--- src/rtl/layer_ctl.sv ---
// layer_ctl
// Decodes SPI command frames into per-layer pixel RAM writes and a broadcast
// refresh pulse.
//
// A pixel-write frame is: CMD_WR, layer number, then three bytes per pixel in
// G, R, B order. Pixels are numbered from 0 and each frame covers at most
// PIXELS pixels. A refresh frame is the single byte CMD_RF.
//
// Ports
//   clk_in           system clock
//   rst_n_in         asynchronous reset, active low
//   spi_cs_n_in      chip select (already synchronised); high ends the frame
//   spi_byte_rdy_in  one-cycle strobe, spi_byte_data_in valid
//   spi_byte_data_in received byte
//   layer_en_out     one-hot write strobe, one cycle per accepted pixel byte
//   data_idx_out     pixel index of the current write (held)
//   byte_sel_out     byte-lane enable of the current write (held)
//   spi_data_out     byte being written (held)
//   data_rdy_out     one-cycle refresh pulse to all layers
module layer_ctl #(
    parameter int         LAYERS = 8,
    parameter int         PIXELS = 64,
    parameter logic [7:0] CMD_WR = 8'h2A,
    parameter logic [7:0] CMD_RF = 8'h2B
) (
    input  logic              clk_in,
    input  logic              rst_n_in,
    input  logic              spi_cs_n_in,
    input  logic              spi_byte_rdy_in,
    input  logic [7:0]        spi_byte_data_in,
    output logic [LAYERS-1:0] layer_en_out,
    output logic [5:0]        data_idx_out,
    output logic [3:0]        byte_sel_out,
    output logic [7:0]        spi_data_out,
    output logic              data_rdy_out
);

    typedef enum logic [2:0] {
        S_IDLE,
        S_CMD,
        S_LAYER,
        S_DATA,
        S_IGNORE
    } state_t;

    state_t r_state;
    state_t w_state_nxt;

    logic [3:0]        r_layer;
    logic [5:0]        r_pixel;
    logic [1:0]        r_lane;

    logic [LAYERS-1:0] r_layer_en;
    logic [5:0]        r_idx;
    logic [3:0]        r_sel;
    logic [7:0]        r_data;
    logic              r_data_rdy;

    logic              w_wr;         // accept a pixel byte this cycle
    logic              w_rf;         // refresh command accepted this cycle
    logic              w_layer_ok;   // valid layer number accepted this cycle
    logic              w_last;       // current byte is lane 2 of the final pixel
    logic [3:0]        w_sel;
    logic [LAYERS-1:0] w_layer_onehot;

    // Next-state and per-cycle decode.
    always_comb begin
        // NOTE: every signal gets a default before the case so no path leaves it unassigned (no latches).
        w_state_nxt = r_state;
        w_wr        = 1'b0;
        w_rf        = 1'b0;
        w_layer_ok  = 1'b0;
        w_last      = (r_lane == 2'd2) && (r_pixel == 6'(PIXELS - 1));

        // Deasserted chip select wins over any byte arriving in the same cycle.
        if (spi_cs_n_in) begin
            w_state_nxt = S_IDLE;
        end else begin
            case (r_state)
                S_IDLE: w_state_nxt = S_CMD;
                S_CMD: begin
                    if (spi_byte_rdy_in) begin
                        if (spi_byte_data_in == CMD_WR) begin
                            w_state_nxt = S_LAYER;
                        end else begin
                            w_state_nxt = S_IGNORE;
                            w_rf        = (spi_byte_data_in == CMD_RF);
                        end
                    end
                end
                S_LAYER: begin
                    if (spi_byte_rdy_in) begin
                        if (spi_byte_data_in < 8'(LAYERS)) begin
                            w_state_nxt = S_DATA;
                            w_layer_ok  = 1'b1;
                        end else begin
                            w_state_nxt = S_IGNORE;
                        end
                    end
                end
                S_DATA: begin
                    if (spi_byte_rdy_in) begin
                        w_wr = 1'b1;
                        if (w_last) begin
                            w_state_nxt = S_IGNORE;
                        end
                    end
                end
                S_IGNORE: w_state_nxt = S_IGNORE;
                default:  w_state_nxt = S_IDLE;
            endcase
        end
    end

    // Lane order on the wire is G, R, B; lane 3 is never produced.
    always_comb begin
        case (r_lane)
            2'd0:    w_sel = 4'b0100;
            2'd1:    w_sel = 4'b0010;
            default: w_sel = 4'b0001;
        endcase
    end

    always_comb begin
        for (int i = 0; i < LAYERS; i++) begin
            w_layer_onehot[i] = (r_layer == 4'(i));
        end
    end

    always_ff @(posedge clk_in or negedge rst_n_in) begin
        if (!rst_n_in) begin
            r_state <= S_IDLE;
        end else begin
            // NOTE: registers update with non-blocking assignments so every always_ff sees pre-edge values.
            r_state <= w_state_nxt;
        end
    end

    // Frame position counters; cleared whenever the frame ends.
    always_ff @(posedge clk_in or negedge rst_n_in) begin
        if (!rst_n_in) begin
            r_layer <= '0;
            r_pixel <= '0;
            r_lane  <= '0;
        end else if (spi_cs_n_in) begin
            r_pixel <= '0;
            r_lane  <= '0;
        end else if (w_layer_ok) begin
            r_layer <= spi_byte_data_in[3:0];
            r_pixel <= '0;
            r_lane  <= '0;
        end else if (w_wr) begin
            if (r_lane == 2'd2) begin
                r_lane  <= '0;
                r_pixel <= r_pixel + 6'd1;
            end else begin
                r_lane  <= r_lane + 2'd1;
            end
        end
    end

    // Registered outputs: strobes pulse for one cycle, write fields hold.
    always_ff @(posedge clk_in or negedge rst_n_in) begin
        if (!rst_n_in) begin
            r_layer_en <= '0;
            r_idx      <= '0;
            r_sel      <= '0;
            r_data     <= '0;
            r_data_rdy <= 1'b0;
        end else begin
            r_layer_en <= '0;
            r_data_rdy <= w_rf;
            if (w_wr) begin
                r_layer_en <= w_layer_onehot;
                r_idx      <= r_pixel;
                r_sel      <= w_sel;
                r_data     <= spi_byte_data_in;
            end
        end
    end

    assign layer_en_out = r_layer_en;
    assign data_idx_out = r_idx;
    assign byte_sel_out = r_sel;
    assign spi_data_out = r_data;
    assign data_rdy_out = r_data_rdy;

endmodule

--- config.mk ---
export PLATFORM = sky130hd
export DESIGN_NAME = layer_ctl
export DESIGN_NICKNAME = d
export VERILOG_FILES = /design/src/rtl/layer_ctl.sv
export SDC_FILE = /design/constraint.sdc
export NUM_CORES = 1
export LEC_CHECK = 0
export ABC_CLOCK_PERIOD_IN_PS = 4340
export CORE_MARGIN = 5
export CORE_UTILIZATION = 25
export DETAILED_ROUTE_END_ITERATION = 10
export PLACE_DENSITY_LB_ADDON = 0.08
export SLEW_MARGIN = 30
export SYNTH_ARGS = -nofsm -noshare
export SYNTH_HDL_FRONTEND = slang
export SYNTH_SLANG_ARGS = --single-unit
--- constraint.sdc ---
create_clock -name clk_in -period 4.34 [get_ports clk_in]
set_clock_uncertainty 0.05 [all_clocks]
set_input_delay 1.085 -clock clk_in [delete_from_list [all_inputs] [get_ports clk_in]]
set_output_delay 1.085 -clock clk_in [all_outputs]
set_load 0.01 [all_outputs]
==> impl_metrics.tcl <==
set metrics [dict create \
    synth-simple-area-share 0.266 \
    post_cts_buffers 0 \
    fmax_mhz 334 \
    cts_hold_buf 0 \
    crit_path_frequent_cell "o21bai_1" \
    start_kind "input pin" \
    dr.pass1.iters 4 \
    io_buffers 37 \
    layout_common_cells "54 x nand2_1, 41 x dfrtp_1, 36 x clkdlybuf4s50_1" \
    period_share 0.689 \
    routed_wl_um 4200 \
    critPathSlowestCell "o21bai_1" \
    seq_power_share 0.521 \
    final_common_cell "nand2_1" \
    dieArea_mm2 0.00878 \
    post_cts_resized 0 \
    rsz0062_at_grt "false" \
    numCtsBuffers 5 \
    path_clk_slew_ns 0.08 \
    vias 1366 \
    overflow 0 \
    dp_hpwl_um 2980 \
    hold_path.class "reg -> reg" \
    slew_viol_final 0 \
    via_per_inst 4.35 \
    drc 0 \
    area_growth_pct 33.2 \
    synth_compound_area_frac 0.0571 \
    globalplace.congestion 0.769 \
    dp.cells 306 \
    synth_top_family_by_area "simple AND/OR/NAND/NOR gates" \
    tightest_slew_ns 0.662 \
    fp.dieW_um 93.7 \
    initial_core_util 0.258 \
    ys_seq_area_frac 0.586 \
    crit_fanout 8 \
    combinationalPowerShare 0.050 \
    synthXorXnorAreaFrac 0.0250 \
    grt_pass1_vias 1382 \
    period_minus_slack_ns 2.99 \
    utilization 0.343 \
    synth_area_mm2 0.00175 \
    grt_pass1_wl_um 6870 \
    ant_nets 0 \
    worstPathArrival_ns 3.09 \
    cap_viol_max_count 0 \
    h-tree-depth 2 \
    io_pins 39 \
    internal_power_mw 0.588 \
    critPathKind "in -> reg" \
    antenna_found_initial 0 \
    cts_buffer_depth 2 \
    core_mm2 0.00679 \
    rrSetupSlack_ns 2.23 \
    die_y_um 93.7 \
    synthMuxAreaShare 0.0257 \
    finalNonFillerCells 314 \
    tritoncts "yes" \
    finalSetupViolCount 0 \
    cp.required_ns 4.44 \
    hold_violations 0 \
    crit_chain "clkdlybuf4s50_1, or3_4, or4_4, o21bai_1, o21bai_1" \
    drive_above_1_share 0.0780 \
    power_density_mw_per_mm2 319 \
    grt_start_max_net_pins 42 \
    rows 30 \
    peakVddDrop_mv 0.112 \
    maxSlewHeadroom 0.558 \
    ys_warn_count 0 \
    yosys.area_share.adder 0.0129 \
    p_clk_frac 0.429 \
    drt-wirelength-per-cell_um 13.4 \
    status "finished, final reports clean" \
    setup_tns_ns 0 \
    clkLatencyLatePin_ns 0.29 \
    p_leak_nw 1.05 \
    syn_inst 179 \
    cts.sinks 41 \
    avgSynthCellArea_um2 9.79 \
    switching_power_mw 0.157 \
    grtUsageTotal 0.101 \
    syn_nets 192 \
    fillers 735 \
    ys_types 33 \
    swShare 0.211 \
    drt_iter0_markers 45 \
    antenna_cells 0 \
    cts-root-buf "clkbuf_8" \
    endpoint_kind "flip-flop" \
    nNetsFinal 230 \
    crit_path_max_incr_delay_ns 0.55 \
    synth-seq-cells 41 \
]
-- final cells by class --
type / count / area [um^2] / area share
inverter: 4 / 15.0 / 0.00643
sequential: 41 / 1030 / 0.440
tap: 96 / 120 / 0.0515
multi-input combinational: 127 / 681 / 0.292
timing repair buffer: 38 / 375 / 0.161
clock inverter: 1 / 30.0 / 0.0129
clock buffer: 7 / 86.3 / 0.0370
-- Yosys cell counts --
cell type   n  area, um^2
o21ai_0     4        20.0
o22ai_1     1        6.26
o21a_1      1        7.51
nor3_1      6        30.0
o21bai_1    2        15.0
conb_1      1        3.75
or2_2       2        12.5
and3_1      1        6.26
nand3_1     2        10.0
a21boi_0    1        7.51
nand4b_1    3        26.3
or3_1       3        18.8
o311ai_0    1        8.76
and2_1      1        6.26
buf_4       1        7.51
a21oi_1     3        15.0
ha_1        1        12.5
nand3b_1    3        22.5
nand2b_1    2        12.5
maj3_1      1        10.0
inv_1       4        15.0
nor3b_1     1        7.51
nand2_1    54         203
a21o_1      1        7.51
nor2_1     17        63.8
a31oi_1     2        12.5
or3_4       2        22.5
clkbuf_1    6        22.5
dfrtp_1    41        1030
mux2_4      3        45.0
nor4_1      2        12.5
or4_4       1        11.3
xnor2_1     5        43.8
-- power by group through the flow --
stage | registers, mW | clock network [mW] | logic [mW]
2_1_floorplan | 0.395 | 0 | 0.0141
3_3_place_gp | 0.396 | 0 | 0.0389
3_5_place_dp | 0.395 | 0 | 0.0386
4_1_cts | 0.388 | 0.332 | 0.0389
5_1_grt | 0.388 | 0.350 | 0.0429
6_report | 0.388 | 0.320 | 0.0373
-- worst max-delay path: cells and delay by family --
kind | cells | cell delay (ns)
compound gates | 2 | 0.70
buf+inv | 1 | 0.43
simple gates | 2 | 0.87
-- routing by layer --
| metal | part of all wire | up-vias | GRT usage |
|---|---|---|---|
| met5 | 0 | - | 0 |
| met4 | 0.0060 | 0 | 0.0325 |
| met3 | 0.040 | 2 | 0.0256 |
| met2 | 0.51 | 23 | 0.173 |
| met1 | 0.45 | 677 | 0.124 |
| li1 | - | 664 | - |
-- registers in the layout, indices dropped and copies added, names as in the netlist --
register	flops
spi_data_out	8
r_layer	4
byte_sel_out	3
r_state	3
r_pixel	6
layer_en_out	8
data_rdy_out	1
data_idx_out	6
r_lane	2
-- worst paths after layout --
check / start / end / cells past startpoint
max: spi_byte_data_in[4] / r_lane[0] / 5
min in group asynchronous: rst_n_in / r_layer[3] / 1
min reg2reg: byte_sel_out[1] / byte_sel_out[1] / 2
max in group asynchronous: rst_n_in / byte_sel_out[2] / 1
min: byte_sel_out[1] / byte_sel_out[1] / 2
max reg2reg: r_state[1] / r_lane[0] / 4
-- stage by stage --
step / cell area, um^2 / hold slack (ns) / worst slack [ns] / power [mW]
2_1_floorplan: 1750 / 0.431 / 1.60 / 0.409
3_3_place_gp: 2210 / 0.407 / 1.00 / 0.435
3_5_place_dp: 2220 / 0.410 / 1.01 / 0.434
4_1_cts: 2330 / 0.429 / 1.32 / 0.759
5_1_grt: 2330 / 0.454 / 1.24 / 0.781
6_report: 2330 / 0.421 / 1.35 / 0.745
-- cell families after synthesis --
kind of cell	after synthesis
mux	3
simple gates	100
fa+ha+maj	2
flops	41
other cells	1
buf+inv	11
xor+xnor	5
compound gates	16
Note: power is estimated with default switching activity, not from simulation.
